==> src/rtl/e15_pkg.sv <==
// rtl/e15_pkg.sv - shared E15 encodings, instruction fields and decode helpers
package e15_pkg;

    typedef enum logic [1:0] {
        ST_IDLE = 2'b00,
        ST_RUN  = 2'b01,
        ST_STEP = 2'b10,
        ST_HALT = 2'b11
    } state_t;

    typedef enum logic [1:0] {
        CMD_RUN   = 2'b00,
        CMD_STEP  = 2'b01,
        CMD_STOP  = 2'b10,
        CMD_CLEAR = 2'b11
    } cmd_op_t;

    typedef enum logic [2:0] {
        RSN_NONE      = 3'd0,
        RSN_USER      = 3'd1,
        RSN_BREAK     = 3'd2,
        RSN_SELF_LOOP = 3'd3,
        RSN_TIMEOUT   = 3'd4
    } stop_reason_t;

    localparam logic [3:0] OP_JMP = 4'b0000;

    localparam int OPC_MSB = 11;
    localparam int OPC_LSB = 8;
    localparam int SRC_MSB = 7;
    localparam int SRC_LSB = 6;
    localparam int DST_MSB = 5;
    localparam int DST_LSB = 4;
    localparam int IMM_MSB = 3;
    localparam int IMM_LSB = 0;

    // A jmp with target 0 is treated as "jump to self": the program has parked.
    function automatic logic is_self_loop(input logic [11:0] instr);
        return (instr[OPC_MSB:OPC_LSB] == OP_JMP) && (instr[IMM_MSB:IMM_LSB] == 4'd0);
    endfunction

endpackage

==> src/rtl/e15_sat_counter.sv <==
// rtl/e15_sat_counter.sv - saturating up-counter with enable and synchronous clear
module e15_sat_counter #(
    parameter int W = 8
) (
    input  logic         clk,
    input  logic         clr,
    input  logic         en,
    output logic [W-1:0] q
);

    always_ff @(posedge clk) begin
        if (clr) begin
            q <= '0;
        end else if (en && (q != {W{1'b1}})) begin
            q <= q + W'(1);
        end
    end

endmodule

==> src/rtl/e15_run_ctrl.sv <==
// rtl/e15_run_ctrl.sv - run/step/stop controller gating a small processor
module e15_run_ctrl
    import e15_pkg::*;
#(
    parameter int CNT_W      = 8,
    parameter int MAX_CYCLES = 200
) (
    input  logic             clk,
    input  logic             reset,
    input  logic             cmd_valid,
    input  logic [1:0]       cmd_op,
    output logic             cmd_ready,
    input  logic             bp_en,
    input  logic [3:0]       bp_addr,
    input  logic [3:0]       pc_in,
    input  logic [11:0]      instr_in,
    output logic             cpu_en,
    output logic [1:0]       state,
    output logic [2:0]       stop_reason,
    output logic [CNT_W-1:0] cycle_cnt
);

    localparam logic [CNT_W-1:0] MAX_CNT = CNT_W'(MAX_CYCLES);

    state_t       state_q, state_nxt;
    stop_reason_t reason_q, reason_nxt;
    logic         bp_skip_q, bp_skip_nxt;
    logic         cpu_en_raw;
    logic         cnt_clr;
    logic         cmd_acc;
    logic         self_loop, timeout, bp_hit;

    assign cmd_ready = (state_q != ST_STEP);
    assign cmd_acc   = cmd_valid && cmd_ready;
    assign self_loop = is_self_loop(instr_in);
    assign timeout   = (cycle_cnt >= MAX_CNT);
    assign bp_hit    = bp_en && (pc_in == bp_addr) && !bp_skip_q;

    always_comb begin
        state_nxt   = state_q;
        reason_nxt  = reason_q;
        bp_skip_nxt = bp_skip_q;
        cpu_en_raw  = 1'b0;
        cnt_clr     = 1'b0;
        unique case (state_q)
            ST_IDLE: begin
                if (cmd_acc) begin
                    unique case (cmd_op_t'(cmd_op))
                        CMD_RUN: begin
                            // Budget already spent: park in HALT without issuing a cycle.
                            if (timeout) begin
                                state_nxt  = ST_HALT;
                                reason_nxt = RSN_TIMEOUT;
                            end else begin
                                state_nxt   = ST_RUN;
                                reason_nxt  = RSN_NONE;
                                bp_skip_nxt = 1'b1;
                            end
                        end
                        CMD_STEP: begin
                            state_nxt   = ST_STEP;
                            bp_skip_nxt = 1'b1;
                        end
                        CMD_CLEAR: begin
                            cnt_clr    = 1'b1;
                            reason_nxt = RSN_NONE;
                        end
                        default: ;
                    endcase
                end
            end
            ST_RUN: begin
                if (self_loop) begin
                    state_nxt  = ST_HALT;
                    reason_nxt = RSN_SELF_LOOP;
                end else if (timeout) begin
                    state_nxt  = ST_HALT;
                    reason_nxt = RSN_TIMEOUT;
                end else if (bp_hit) begin
                    state_nxt  = ST_IDLE;
                    reason_nxt = RSN_BREAK;
                end else if (cmd_acc && (cmd_op_t'(cmd_op) == CMD_STOP)) begin
                    state_nxt  = ST_IDLE;
                    reason_nxt = RSN_USER;
                end else begin
                    cpu_en_raw  = 1'b1;
                    bp_skip_nxt = 1'b0;
                end
            end
            ST_STEP: begin
                cpu_en_raw  = 1'b1;
                bp_skip_nxt = 1'b0;
                state_nxt   = ST_IDLE;
            end
            ST_HALT: begin
                if (cmd_acc && (cmd_op_t'(cmd_op) == CMD_CLEAR)) begin
                    state_nxt  = ST_IDLE;
                    reason_nxt = RSN_NONE;
                    cnt_clr    = 1'b1;
                end
            end
            default: state_nxt = ST_IDLE;
        endcase
    end

    always_ff @(posedge clk) begin
        if (reset) begin
            state_q   <= ST_IDLE;
            reason_q  <= RSN_NONE;
            bp_skip_q <= 1'b0;
        end else begin
            state_q   <= state_nxt;
            reason_q  <= reason_nxt;
            bp_skip_q <= bp_skip_nxt;
        end
    end

    assign cpu_en      = cpu_en_raw && !reset;
    assign state       = state_q;
    assign stop_reason = reason_q;

    e15_sat_counter #(
        .W(CNT_W)
    ) u_cycle_cnt (
        .clk (clk),
        .clr (reset || cnt_clr),
        .en  (cpu_en),
        .q   (cycle_cnt)
    );

endmodule

==> config.mk <==
export PLATFORM = sky130hd
export DESIGN_NAME = e15_run_ctrl
export DESIGN_NICKNAME = d
export VERILOG_FILES = /design/src/rtl/e15_pkg.sv /design/src/rtl/e15_sat_counter.sv /design/src/rtl/e15_run_ctrl.sv
export SDC_FILE = /design/constraint.sdc
export NUM_CORES = 1
export LEC_CHECK = 0
export ABC_AREA = 1
export CORE_MARGIN = 2
export CORE_UTILIZATION = 41
export CTS_CLUSTER_SIZE = 40
export DETAILED_ROUTE_END_ITERATION = 16
export PLACE_DENSITY = 0.77
export SYNTH_ARGS = -nofsm -noshare
export SYNTH_HDL_FRONTEND = slang
export SYNTH_SLANG_ARGS = --single-unit
==> constraint.sdc <==
create_clock -name clk -period 1.61 [get_ports clk]
set_clock_uncertainty 0.1 [all_clocks]
set_input_delay 0.322 -clock clk [delete_from_list [all_inputs] [get_ports clk]]
set_output_delay 0.322 -clock clk [all_outputs]
set_load 0.02 [all_outputs]
; ---- Word-level counts from Yosys, hierarchy flattened
; Index checks and enable logic that the tools add are counted.
[op_classes]
n_reduce_logical = 20
n_addsub = 1
magnitude_cmp = 1
n_mux = 35
eq_ne = 19
[ops]
columns = cell, count
row1 = $mux W3, 7
row2 = $mux W2, 7
row3 = $ne A2 B2 Y1 const B, 7
row4 = $mux W1, 13
row5 = $pmux W3 S3, 1
row6 = $add A8 B1 Y8 const B, 1
row7 = $eq A2 B2 Y1 const B, 4
row8 = $ge A8 B8 Y1 const B, 1
row9 = $logic_and A1 B1 Y1, 8
row10 = $logic_not A4 Y1, 2
row11 = $ne A8 B8 Y1 const B, 1
row12 = $pmux W2 S4, 1
row13 = $reduce_and A8 Y1, 1
row14 = $pmux W1 S2, 3
row15 = $pmux W3 S2, 1
row16 = $reduce_bool A3 Y1, 2
row17 = $ne A5 B5 Y1 const B, 1
row18 = $reduce_and A5 Y1, 1
row19 = $eq A2 B1 Y1 const B, 2
row20 = $eq A4 B4 Y1, 1
row21 = $logic_not A2 Y1, 2
row22 = $pmux W2 S2, 1
row23 = $reduce_and A4 Y1, 1
row24 = $ne A3 B1 Y1 const B, 1
row25 = other kinds (5), 6
[word_totals]
inputBits = 26
register_bits = 14
elab_cells = 80
output_inout_bits = 15

; ---- Depth between registers and ports, before layout
; Gate-level depths: netlist of run 1.
[logic_depth]
depth_word = 10
ltp_mapped = 12
depth_no_buf = 12

; ---- Modules after synthesis
; A second synthesis of run 1 with hierarchy kept.
[hier_totals]
hier_cells = 202
hier_area_um2 = 1179.9
[modules_own_cells]
columns = mod, cells_per_inst, seq_area_each_um2, area_each_um2, instances
row1 = e15_run_ctrl, 125, 120.1, 695.7, 1
row2 = e15_sat_counter, 77, 160.2, 484.2, 1

; ---- Worst setup path after synthesis of run 1
; OpenSTA, ideal clock, no wires.
[synth_path]
path_type = reg2out
start = reg state_q[1] (netlist: state[1])
end = out cpu_en
t_required_ns = 1.188
path_slack_ns = -0.430
arrival_ns = 1.618
path_buffers = 0
path_stages_with_launch = 10
path_cell_list = dfxtp_1 ha_1 inv_4 nand2_4 nor3_2 nor2_2 nand3_4 nand2_8 nand2_1 nor2_1
[synth_between]
elab_chain_cells = 9
elab_cells_between_ends = 11
cone_classes = eq/ne: 3 / mux: 5 / reduce/logical: 3
[synth_rtl]
columns = element, line_no
row1 = start: declaration, e15_run_ctrl.sv:25  ; state_t state_q, state_nxt;
row2 = start signal: assignment, e15_run_ctrl.sv:112  ; state_q <= state_nxt;
row3 = $ne A2 B2 Y1, e15_run_ctrl.sv:33  ; assign cmd_ready = (state_q != ST_STEP);
row4 = named net cmd_ready, e15_run_ctrl.sv:12  ; output logic cmd_ready,
row5 = $logic_and A1 B1 Y1, e15_run_ctrl.sv:34  ; assign cmd_acc = cmd_valid && cmd_ready;
row6 = $logic_and A1 B1 Y1, e15_run_ctrl.sv:82  ; end else if (cmd_acc && (cmd_op_t'(cmd_op) == CMD_STOP)) begin
row7 = $mux W1, e15_run_ctrl.sv:82
row8 = $mux W1, e15_run_ctrl.sv:79  ; end else if (bp_hit) begin
row9 = $mux W1, e15_run_ctrl.sv:76  ; end else if (timeout) begin
row10 = $mux W1, e15_run_ctrl.sv:73  ; if (self_loop) begin
row11 = $pmux W1 S2, e15_run_ctrl.sv:45  ; unique case (state_q)
row12 = $logic_and A1 B1 Y1, e15_run_ctrl.sv:118  ; assign cpu_en = cpu_en_raw && !reset;
row13 = end: declaration, e15_run_ctrl.sv:17  ; output logic cpu_en,
; The timed path passes the listed nets, and every way through them passes these cells.

; ---- Worst setup path in the final report of run 1
[layout_path]
start = reg state_q[0] (netlist: state[0])
end = out cpu_en
[layout_between]
elab_chain_cells = 9
elab_cells_between_ends = 11
cone_classes = eq/ne: 3 / mux: 5 / reduce/logical: 3
[layout_rtl]
columns = element, line_no
row1 = $ne A2 B2 Y1, e15_run_ctrl.sv:33
row2 = $logic_and A1 B1 Y1, e15_run_ctrl.sv:34
row3 = $logic_and A1 B1 Y1, e15_run_ctrl.sv:82
row4 = $mux W1, e15_run_ctrl.sv:82
row5 = $mux W1, e15_run_ctrl.sv:79
row6 = $mux W1, e15_run_ctrl.sv:76
row7 = $mux W1, e15_run_ctrl.sv:73
row8 = $pmux W1 S2 *, e15_run_ctrl.sv:45
row9 = $logic_and A1 B1 Y1 *, e15_run_ctrl.sv:118
; Mark *: on every way between the ends. The rest lies on a longest branch, timed or not.

==> metrics.yaml, run 1 <==
status: "finished, violations left"
violations: "setup timing"
ant_nets: 0
worstSetupPathType: "flop to output port"
power_frac_clock_pct: 10.0
diodes: 0
hold_class: "flop to flop"
synth_ff_type: "dfxtp_1"
area_growth_pct: 82.2
gp_congestion: 0.812
core_area_mm2: 0.00276
drc: 0
rsz0062_at_grt: "yes"
rrSetupSlack_ns: -0.21
boundaryPins: 41
wl_per_cell_um: 13.5
syn_avg_cell_area_um2: 6.73
drtIter0Drc: 60
vias: 1483
synth_edf_count: 0
hold_start: "stop_reason[1]"
drv_slew: 0
cts_buffer_depth: 2
die_x_um: 57.7
place_hpwl_um: 2300
placed_cells: 272
max_cap_violations: 0
synthArstFlopShare_pct: 0
start_kind: "flop"
finalWorstSetupSlack_ns: -0.425
die-area_mm2: 0.00333
yosys_register_bits: 14
ys_warn_count: 0
synthCells: 176
start_util_pct: 42.9
fp.dieH_um: 57.7
nNetsFinal: 294
slew_headroom_pct: 82.5
worst-path-max-fanout: 3
grt.total_usage_pct: 21.7
period_share_pct: 126
worstMarginPinSlew_ns: 0.262
detail_route.vias_per_cell: 5.10
root_buffer: "clkbuf_4"
p_sw_share_pct: 45.0
max-vdd-ir-drop_v: 0.00117
rr_startpoint: "state[0]"
clock_sinks: 14
h-tree-depth: 1
clkTransAtPathRegs_ns: 0.10
antenna_found_initial: 0
cp-startpoint: "state[0]"
grt_max_degree: 10
grt_pass1_wl_um: 5650
internal_power_mw: 1.54
combPwrFrac_pct: 72.8
critPathArrivalTime_ns: 1.61
final_cell_mix: "nand2_1 (34), buf_4 (34), inv_1 (21)"
setup_viol: 16
synth_nets: 209
first_global_vias: 1321
finalHoldViolCount: 0
stdcell_count: 291
final_layout_size_suffix_gt1_share_pct: 42.7
grt_overflow_total: 0
synth_area_mm2: 0.00118
max_freq_mhz: 491
drt-total-wl_um: 3930
cts_buffers: 3
cts_tree: "yes"
synth_cell_types: 27
p_switching_mw: 1.26
std_cell_rows: 19
p_seq_share_pct: 17.2
period_needed_ns: 2.03
synth_seq_area_share_pct: 23.7
numPortBuffers: 36
clock_latency_ns: 0.30
p_leak_nw: 1.05
power_density_mw_per_mm2: 1300
worstSetupEndpointType: "output port"
final_core_util_pct: 78.2
dr.pass1.iters: 4
cp_data_required_time_ns: 1.19
## cells in the mapped netlist, types with 2 or more instances
cell type	n	area, µm²
xor2_1	5	43.8
o21ai_0	6	30.0
a21oi_1	9	45.0
nor2_2	3	18.8
ha_1	7	87.6
o21ai_1	2	10.0
nand4_1	7	43.8
inv_1	26	97.6
nand2_1	40	150
nand3_1	11	55.1
dfxtp_1	14	280
nor3_2	2	20.0
nand3_4	2	35.0
nor2_4	3	33.8
nand2_2	3	18.8
nor2_1	25	93.8
## per-stage QoR
stage / hold slack [ns] / area [µm²] / power, mW / setup TNS, ns / setup slack (ns)
2_1_floorplan: 0.381 / 1240 / 1.37 / -0.167 / -0.167
3_3_place_gp: 0.405 / 1850 / 1.95 / -6.38 / -0.858
3_5_place_dp: 0.404 / 1850 / 1.97 / -6.85 / -0.860
4_1_cts: 0.420 / 2040 / 2.46 / -2.28 / -0.403
5_1_grt: 0.470 / 2160 / 2.99 / -3.80 / -0.497
6_report: 0.433 / 2160 / 2.81 / -2.51 / -0.425
## sequential cells by signal, summed over array words and instances (netlist names)
name / flops
bp_skip_q: 1
state: 2
u_cycle_cnt.q: 8
stop_reason: 3
## power by group through the flow
stage               Sequential, mW  Combinational [mW]  Clock, mW
floorplan                    0.573               0.798          0
global placement             0.491                1.46          0
detailed placement           0.493                1.48          0
CTS                          0.483                1.70      0.276
global route                 0.492                2.19      0.307
finish                       0.483                2.04      0.281
## path summary, 6_finish.rpt
| check | endpoint | depth (start not counted) |
|---|---|---|
| max | cpu_en | 11 |
| min reg2reg | stop_reason[1] | 4 |
| min | stop_reason[1] | 4 |
| max reg2reg | stop_reason[1] | 13 |
## worst max-delay path: stages, from the launching register on
cell	delay, ns
dfxtp_4	0.38
inv_4	0.04
ha_4	0.16
inv_8	0.05
nand2_4	0.06
nor3_4	0.17
nor2_4	0.06
nand3_4	0.11
nand2_8	0.06
nand2_4	0.06
nor2_4	0.03
buf_6	0.12
## layout make-up
class | count | area, µm²
clock buffer | 4 | 36.3
fill | 189 | 601
inverter | 28 | 115
multi-input combinational | 135 | 997
sequential | 14 | 288
tap | 31 | 38.8
timing repair buffer | 79 | 682
## timing repair
action,CTS,global route
hold buffers,0,0
buffers inserted,10,7
cloned,1,0
setup endpoints to repair,29,18
pin swaps,28,20
gates resized for setup,64,38
## cell families after synthesis
family / synth area share [%]
AOI/OAI and AO/OA: 10.4
adders and majority gates: 7.40
buffers and inverters: 9.09
xor gates and xnor gates: 4.44
DFF: 23.7
and+or+nand+nor: 45.0
## per-layer routing
metal  up-vias  track usage, %  share of wire [%]
met4         0            4.98                1.2
met5         -               0                  0
met2        50            38.0                 49
li1        733               -                  -
met1       693            27.1                 44
met3         7            4.69                5.9
Note: power is estimated with default switching activity, not from simulation.
==> run 2: changes to the inputs <==
REMOVE_ABC_BUFFERS = 1   (was unset)
==> metrics.yaml, run 2 (synthesis results as in run 1) <==
status: "finished, violations left"
violations: "setup timing"
grt.total_usage_pct: 20.9
nNetsFinal: 300
cts_buffers: 3
dr.pass1.iters: 5
worstSetupEndpointType: "output port"
clkTransAtPathRegs_ns: 0.09
final_cell_mix: "buf_4 (43), nand2_1 (35), nor2_1 (20)"
diodes: 0
largest_reg_flops: 8
drv_slew: 0
clock_sinks: 14
crit_cells: 10
setup_viol: 16
critPathMaxStageDelay_ns: 0.48
gp_congestion: 0.786
worstPathCellList: "clkdlybuf4s50_1 -> nor2_1 -> nand2_1 -> nor2_4 -> nor2_4 -> nand3_4 -> nand2_8 -> nand2_1 -> nor2_1 -> buf_4"
numPortBuffers: 36
die-area_mm2: 0.00333
slew_headroom_pct: 74.2
boundaryPins: 41
finalHoldViolCount: 0
worstMarginPinSlew_ns: 0.387
start_kind: "input pin"
drc: 0
layout_commonest_cell: "buf_4"
root_buffer: "clkbuf_4"
cp-startpoint: "instr_in[11]"
worstPathBufferInverterCount: 2
top_register: "u_cycle_cnt.q"
cts_hold_buf: 0
wl_per_cell_um: 14.8
rrSetupSlack_ns: -0.30
final_layout_size_suffix_gt1_share_pct: 47.4
cts_tree: "yes"
worstSetupPathType: "input pin to output port"
cp_top_family: "simple AND/OR/NAND/NOR gates"
start_util_pct: 42.9
first_global_vias: 1356
hold_class: "flop to flop"
period_needed_ns: 2.04
p_leak_nw: 1.09
clock_latency_ns: 0.28
critPathArrivalTime_ns: 1.61
h-tree-depth: 1
die_x_um: 57.7
grt_pass1_wl_um: 5510
regArea_um2: 287
grt_overflow_total: 0
detail_route.vias_per_cell: 5.26
finalPower_mw: 2.91
drt-total-wl_um: 4400
ant_nets: 0
fp.dieH_um: 57.7
cp_data_required_time_ns: 1.19
reg2reg_to: "u_cycle_cnt.q[4]"
max_freq_mhz: 491
area_growth_pct: 87.6
rr_startpoint: "state[0]"
max_cap_violations: 0
r2r_cells: 14
slowest_stage: "clkdlybuf4s50_1"
core_area_mm2: 0.00276
multiInputGateArea_mm2: 0.00102
place_hpwl_um: 2370
rsz0062_at_grt: "yes"
worst-path-max-fanout: 2
cts_buffer_depth: 2
antenna_found_initial: 0
finalWorstSetupSlack_ns: -0.427
fill_cells: 158
vias: 1563
grt_max_degree: 10
power_density_mw_per_mm2: 1310
hold_depth: 4
std_cell_rows: 19
period_share_pct: 127
critPathCapture: "cpu_en"
drtIter0Drc: 57
final_core_util_pct: 80.5
max-vdd-ir-drop_v: 0.00131
[run 2: timing repair]
action / 4_1_cts / 5_1_grt
cloned: 1 / 1
setup buffers: 13 / 9
pin swaps: 24 / 29
resized for setup: 67 / 55
setup endpoints to repair: 29 / 18
[run 2: stage by stage]
stage               hold slack, ns  setup slack [ns]  std cells  cell area [µm²]  TNS [ns]
floorplan                    0.381            -0.430        176             1180     -4.22
global placement             0.401            -0.818        272             1800     -5.93
detailed placement           0.409            -0.830        272             1800     -6.30
CTS                          0.422            -0.424        288             2010     -1.00
global route                 0.454            -0.481        297             2220     -4.67
finish                       0.423            -0.427        297             2220     -3.74
[run 2: power breakdown]
| group | internal [mW] | switching, mW | leakage [nW] |
|---|---|---|---|
| Sequential | 0.430 | 0.0545 | 0.115 |
| Combinational | 1.07 | 1.09 | 0.952 |
| Clock | 0.138 | 0.123 | 0.0210 |
[run 2: worst min path at each step]
stage | from | end | slack (ns)
6_report | stop_reason[0] | stop_reason[0] | 0.42
5_1_grt | stop_reason[1] | stop_reason[1] | 0.45
4_1_cts | stop_reason[2] | stop_reason[2] | 0.42
3_5_place_dp | stop_reason[2] | stop_reason[2] | 0.41
3_3_place_gp | stop_reason[0] | stop_reason[0] | 0.40
2_1_floorplan | reset | u_cycle_cnt.q[1] | 0.38
[run 2: cell type report]
cell class / instances / area share, %
inverter: 28 / 5.13
sequential: 14 / 12.9
multi-input combinational: 135 / 45.9
tap: 31 / 1.75
clock buffer: 4 / 1.63
timing repair buffer: 85 / 32.7
[run 2: layer usage]
layer / GRT usage (%) / up-vias / wire length (µm)
met5: 0 / - / 0
met4: 7.31 / 0 / 59
met3: 4.69 / 8 / 292
met2: 38.1 / 79 / 2260
met1: 23.6 / 727 / 1800
li1: - / 749 / -
[run 2: worst register-to-register path, delay by kind of cell (launching register included)]
family | cells | cell delay [ns]
simple gates | 7 | 0.63
buf+inv | 5 | 0.50
compound gates | 1 | 0.12
flops | 1 | 0.34
fa+ha+maj | 1 | 0.16
